==> src/rtl/fir_pkg.sv <==
// Shared sizing defaults and FSM state type for the moving-average block.
package fir_pkg;
  localparam int unsigned DATA_W       = 24;
  localparam int unsigned FILTER_WIDTH = 3;
  localparam int unsigned ACC_W        = DATA_W + FILTER_WIDTH;

  typedef enum logic {
    FILL = 1'b0,
    RUN  = 1'b1
  } fir_state_e;
endpackage

==> src/rtl/fir_fill_ctr.sv <==
// Saturating window-fill counter: counts accepted samples up to 2**FILTER_WIDTH,
// raises done on reaching it, and clears synchronously.
module fir_fill_ctr #(
  parameter int unsigned FILTER_WIDTH = fir_pkg::FILTER_WIDTH
) (
  input  logic                    clock,
  input  logic                    reset_n,
  input  logic                    clear,
  input  logic                    inc,
  output logic [FILTER_WIDTH:0]   count,
  output logic                    done
);
  localparam int unsigned CNT_W = FILTER_WIDTH + 1;
  localparam logic [CNT_W-1:0] LAST = CNT_W'((1 << FILTER_WIDTH) - 1);

  always_ff @(posedge clock or negedge reset_n) begin
    if (!reset_n) begin
      count <= '0;
      done  <= 1'b0;
    end else if (clear) begin
      count <= '0;
      done  <= 1'b0;
    end else if (inc && !done) begin
      count <= count + CNT_W'(1);
      done  <= (count == LAST);
    end
  end
endmodule

==> src/rtl/fir_accum.sv <==
// Running-sum moving average over the last 2**FILTER_WIDTH accepted samples,
// fed by an external delay line, with a single-entry valid/ready output register.
module fir_accum #(
  parameter int unsigned FILTER_WIDTH = fir_pkg::FILTER_WIDTH,
  parameter int unsigned DATA_W       = fir_pkg::DATA_W
) (
  input  logic                     clock,
  input  logic                     reset_n,
  input  logic                     in_valid,
  input  logic signed [DATA_W-1:0] in_sample,
  input  logic signed [DATA_W-1:0] old_sample,
  output logic                     in_ready,
  input  logic                     flush,
  output logic                     out_valid,
  input  logic                     out_ready,
  output logic signed [DATA_W-1:0] out_avg
);
  localparam int unsigned ACC_W = DATA_W + FILTER_WIDTH;
  localparam int unsigned CNT_W = FILTER_WIDTH + 1;
  localparam logic [CNT_W-1:0] LAST_FILL = CNT_W'((1 << FILTER_WIDTH) - 1);

  fir_pkg::fir_state_e     state;
  logic signed [ACC_W-1:0] acc;
  logic signed [ACC_W-1:0] acc_next;
  logic signed [ACC_W-1:0] leaving;
  logic [CNT_W-1:0]        count;
  logic                    done;
  logic                    accept;
  logic                    load;

  fir_fill_ctr #(
    .FILTER_WIDTH(FILTER_WIDTH)
  ) u_fill_ctr (
    .clock   (clock),
    .reset_n (reset_n),
    .clear   (flush),
    .inc     (accept),
    .count   (count),
    .done    (done)
  );

  assign in_ready = !out_valid || out_ready;
  assign accept   = in_valid && in_ready && !flush;

  // While filling, the delay-line tail is not yet part of the window.
  assign leaving  = (state == fir_pkg::RUN) ? ACC_W'(old_sample) : '0;
  assign acc_next = acc + ACC_W'(in_sample) - leaving;

  // Publish on the fill-completing acceptance and on every acceptance afterwards.
  assign load = accept && (done || (count == LAST_FILL));

  always_ff @(posedge clock or negedge reset_n) begin
    if (!reset_n) begin
      acc       <= '0;
      state     <= fir_pkg::FILL;
      out_valid <= 1'b0;
      out_avg   <= '0;
    end else if (flush) begin
      acc       <= '0;
      state     <= fir_pkg::FILL;
      out_valid <= 1'b0;
    end else begin
      if (accept) begin
        acc <= acc_next;
      end
      if (accept && (state == fir_pkg::FILL) && (count == LAST_FILL)) begin
        state <= fir_pkg::RUN;
      end
      if (load) begin
        out_avg   <= DATA_W'(acc_next >>> FILTER_WIDTH);
        out_valid <= 1'b1;
      end else if (out_ready) begin
        out_valid <= 1'b0;
      end
    end
  end
endmodule

==> config.mk <==
export PLATFORM = sky130hd
export DESIGN_NAME = fir_accum
export DESIGN_NICKNAME = d
export VERILOG_FILES = /design/src/rtl/fir_pkg.sv /design/src/rtl/fir_fill_ctr.sv /design/src/rtl/fir_accum.sv
export SDC_FILE = /design/constraint.sdc
export NUM_CORES = 1
export LEC_CHECK = 0
export CORE_UTILIZATION = 52
export DETAILED_ROUTE_END_ITERATION = 8
export PLACE_DENSITY = 0.78
export SLEW_MARGIN = 40
export SYNTH_ARGS = -nofsm -noshare
export SYNTH_HDL_FRONTEND = slang
export SYNTH_HIERARCHICAL = 1
export SYNTH_SLANG_ARGS = --single-unit
==> constraint.sdc <==
create_clock -name clock -period 4.6 [get_ports clock]
set_input_delay 1.38 -clock clock [delete_from_list [all_inputs] [get_ports clock]]
set_output_delay 1.38 -clock clock [all_outputs]
set_load 0.005 [all_outputs]
### Word-level counts from Yosys, hierarchy flattened

Index checks and enable logic that the tools add are counted.

| word-level totals | value |
|---|---|
| bits in registers | 58 |
| input bits | 53 |
| output and inout port bits | 26 |
| word-level logic and storage cells | 40 |

| operators by class | value |
|---|---|
| add/sub/neg operators | 3 |
| equality and inequality tests | 1 |
| multiplexer cells | 12 |
| bitwise gates (word level) | 2 |
| reductions and logical operators | 16 |

Operator list:

| kind | number |
|---|---|
| $mux 27 | 3 |
| $add 27x24->27 | 1 |
| $sub 27x27->27 | 1 |
| $mux 4 | 2 |
| $mux 1 | 7 |
| $logic_and 1x1->1 | 6 |
| $reduce_bool 2->1 | 3 |
| $add 4x1->4 const B | 1 |
| $eq 4x3->1 const B | 1 |
| $logic_not 1->1 | 3 |
| $reduce_bool 3->1 | 1 |
| $logic_or 1x1->1 | 2 |
| $not 1->1 | 2 |
| $reduce_and 2->1 | 1 |

### Logic depth before layout (Yosys ltp)

| depth | value |
|---|---|
| word-level depth | 8 |
| depth in mapped cells | 13 |
| gate-level depth less buffers | 13 |

### Cells and area by module

Netlist, hierarchy kept.

Modules (own cells, without submodules):

| module | times used | cells each | area an instance (µm²) | seq. area each (µm²) |
|---|---|---|---|---|
| fir_accum | 1 | 575 | 4728.3 | 1326.3 |
| fir_fill_ctr | 1 | 21 | 235.2 | 125.1 |

### Worst setup path before layout

No wires, ideal clock.

| path | value |
|---|---|
| path type | input to register |
| from | input port old_sample[1] |
| to | register out_avg[23] |
| setup time | 139 ps |
| arrival | 3982 ps |
| data required time | 4461 ps |
| path slack | 480 ps |
| cell stages on the path | 10 |
| buffers on the path | 0 |
| cell sequence | and2_1 > fa_1 > fa_1 > nand2b_1 > a211oi_2 > o21ai_2 > a31oi_2 > nor2_2 > and3_2 > or4_1 |

| on the way | value |
|---|---|
| longest elaborated chain between the ends | 2 |

Ends and longest elaborated chain:

| element | line | RTL |
|---|---|---|
| start: declaration | fir_accum.sv:11 | `input logic signed [DATA_W-1:0] old_sample,` |
| $mux 27 | fir_accum.sv:46 | `assign leaving = (state == fir_pkg::RUN) ? ACC_W'(old_sample) : '0;` |
| $sub 27x27->27 | fir_accum.sv:47 | `assign acc_next = acc + ACC_W'(in_sample) - leaving;` |
| end signal: assignment | fir_accum.sv:70 | `out_avg <= DATA_W'(acc_next >>> FILTER_WIDTH);` |
| end: declaration | fir_accum.sv:16 | `output logic signed [DATA_W-1:0] out_avg` |

No other way between the ends.
A chain may end at the register's enable or synchronous reset.

### Worst setup path after layout

| path | value |
|---|---|
| from | input port old_sample[7] |
| to | register out_avg[23] |

Same word-level chain as after synthesis.

==> impl_metrics.json <==
{
  "status": "finished, final reports clean",
  "relSlewSlack_pct": 59.4,
  "synth_xor_xnor_area_share_pct": 3.53,
  "async_reset_ff_share_pct": 100,
  "avgRoutedWirePerCell_um": 15.3,
  "rows": 35,
  "coreArea_um2": 9240,
  "cp_max_fo": 6,
  "synth-compound-area-share_pct": 19.7,
  "ir_worst_vdd_v": 0.000304,
  "cts_tree": "done",
  "dr.pass1.iters": 4,
  "grt_pass1_wl_um": 21300,
  "max_freq_mhz": 235,
  "start_util_pct": 53.7,
  "num_antenna_cells": 0,
  "grt_max_degree": 42,
  "max_stage_delay_ns": 0.52,
  "final_common_cell": "inv_1",
  "cp_slowest_cell": "or4_1",
  "vias_per_cell": 5.31,
  "io_buffers": 78,
  "drc": 0,
  "num_io_pins": 79,
  "tightest_slew_ns": 0.606,
  "cts.sinks": 58,
  "yosysTopAreaCell": "dfrtp_1",
  "routed_wl_um": 12700,
  "fin_util_pct": 67.7,
  "area_growth_pct": 26.0,
  "routabilityCongestion": 0.874,
  "syn-cell-area_um2": 4960,
  "synth_adder_area_share_pct": 17.8,
  "ys.flop_type": "dfrtp_1",
  "grt_usage_pct": 27.5,
  "dpl.hpwl_um": 9800,
  "path_clk_slew_ns": 0.07,
  "slew_violations": 0,
  "synth-seq-cells": 58,
  "dieArea_um2": 9940,
  "yosys_warnings": 6,
  "worst_ep_arrival_time_ns": 4.46,
  "clock_latency_ns": 0.34,
  "endpoint_kind": "flip-flop",
  "dr.first_iter.drc_count": 240,
  "yosys.area_share.simple_pct": 18.0,
  "fin_crit_ns": 4.25,
  "timing.final.crit_share_pct": 92.5,
  "placed_area_um2": 6080,
  "p_total_mw": 3.31,
  "vias": 4423,
  "cp.required_ns": 4.80,
  "skew_ns": 0.00942,
  "syn-num-nets": 704,
  "seq_area_frac_synth_pct": 29.2,
  "finish.instance_area_um2": 6250,
  "layout_common_cells": "109 x inv_1, 77 x clkdlybuf4s50_1, 69 x nand2_1",
  "cts_root_buf": "clkbuf_8",
  "p_per_area_nw_per_um2": 529,
  "synth.area.mux_share_pct": 1.56,
  "detail-route-antenna-nets": 0,
  "drive_above_1_share_pct": 10.8,
  "setup-violations-final": 0,
  "gr-total-overflow": 0,
  "synth.top_cells.by_area": "dfrtp_1 29%, fa_1 10%, inv_1 8.2%, ha_1 7.3%, nand2_1 5.2%",
  "first_global_vias": 4647,
  "criticalPathCategory": "input port to flip-flop",
  "die_x_um": 99.7,
  "cts_buffers": 9,
  "synth_cell_types": 65,
  "synth_top_area_share_pct": 29.2,
  "p_leak_nw": 2.99,
  "rsz0062_at_grt": "false",
  "hold_class": "flip-flop to flip-flop",
  "clk_path_buf_depth": 2,
  "netlist_instances": 596,
  "final_hold_viol_count": 0,
  "cap_violations": 0,
  "fillers": 793,
  "die_h_um": 99.7,
  "synth_enable_flop_cells": 0,
  "crit_chain": "clkdlybuf4s50_1 > and2_1 > fa_1 > inv_1 > ha_1 > a21o_2 > o2bb2ai_1 > o21ai_2 > a31o_4 > a211o_1 > a211oi_1 > or4_1",
  "fin_nets": 808,
  "synth_top_family_by_area": "compound AO/OA/AOI/OAI gates",
  "start_kind": "input port",
  "avgSynthCellArea_um2": 8.33,
  "antenna_found_initial": 0,
  "h-tree-depth": 3
}
repair_timing:
action,4_1_cts,5_1_grt
buffers inserted,0,0
setup endpoints to repair,0,2
hold endpoints to repair,0,0
hold buffers,0,0
resized for setup,0,2
power breakdown:
group	leakage (nW)	total [mW]	switching, mW	internal (mW)
logic	2.11	2.23	1.29	0.941
clock network	0.0920	0.429	0.209	0.219
registers	0.782	0.655	0.0547	0.601
path summary, 6_finish.rpt:
check                              start  cells past startpoint           to  slack [ns]
hold / removal                out_avg[5]                      2   out_avg[5]        0.48
setup reg to reg                   state                     11      acc[23]        1.15
hold reg to reg               out_avg[5]                      2   out_avg[5]        0.48
min in group asynchronous        reset_n                      1      acc[21]        1.01
setup / recovery           old_sample[7]                     12  out_avg[23]        0.35
max in group asynchronous        reset_n                      2   out_avg[3]        2.91
critical path: cells and delay by family:
family                     cells  cell delay [ns]
AOI/OAI and AO/OA              6             1.10
buffers and inverters          2             0.43
adders and majority gates      2             0.85
and+or+nand+nor                2             0.69
cells by family after synthesis:
group	after synthesis
flip-flops	58
multiplexers	7
XOR/XNOR	20
AO/OA/AOI/OAI	143
AND/OR/NAND/NOR	183
adder cells (fa/ha/maj)	55
buffers and inverters	130
flip-flops by register name (all words and copies together) (netlist names):
signal,cells
u_fill_ctr/count,4
state,1
acc,27
out_valid,1
out_avg,24
u_fill_ctr/done,1
per-layer routing:
metal  wire [um]  GRT usage [%]
met5           0              0
met4         165           8.48
met3         670           4.08
met2        6150           46.5
met1        5740           36.3
final cells by class:
class	instances	area (um2)	share of cell area (%)
well taps	129	161	2.58
inverters	109	409	6.54
clock inverters	3	15.0	0.240
multi-input cells	408	3010	48.2
repair buffers	114	1050	16.8
clock buffers	12	155	2.48
flip-flops and latches	58	1450	23.2
through the flow:
step / instances / hold WS, ns / setup TNS (ns) / setup slack (ns)
floorplan: 596 / 0.449 / 0 / 0.480
global placement: 818 / 0.461 / -0.0223 / -0.0223
detailed placement: 818 / 0.469 / -0.173 / -0.106
CTS: 833 / 0.487 / 0 / 0.246
global route: 833 / 0.517 / 0 / 0.0529
finish: 833 / 0.480 / 0 / 0.346
Yosys cell counts, drive strengths merged, types with 3 or more instances:
library cell / instances
nor2: 30
xor2: 12
o311ai: 3
a31oi: 3
clkbuf: 14
buf: 7
dfrtp: 58
or3: 3
a21oi: 41
a211oi: 7
o221ai: 3
nand2: 70
xnor2: 8
o211ai: 3
o21ai: 35
a21o: 14
nand2b: 6
o21bai: 3
nand4: 9
inv: 109
a2111oi: 3
nor3: 11
o21a: 8
and2: 24
nand3: 18
mux2: 6
fa: 26
ha: 29
o31ai: 5
and3: 3
(Power assumes the default switching activity.)
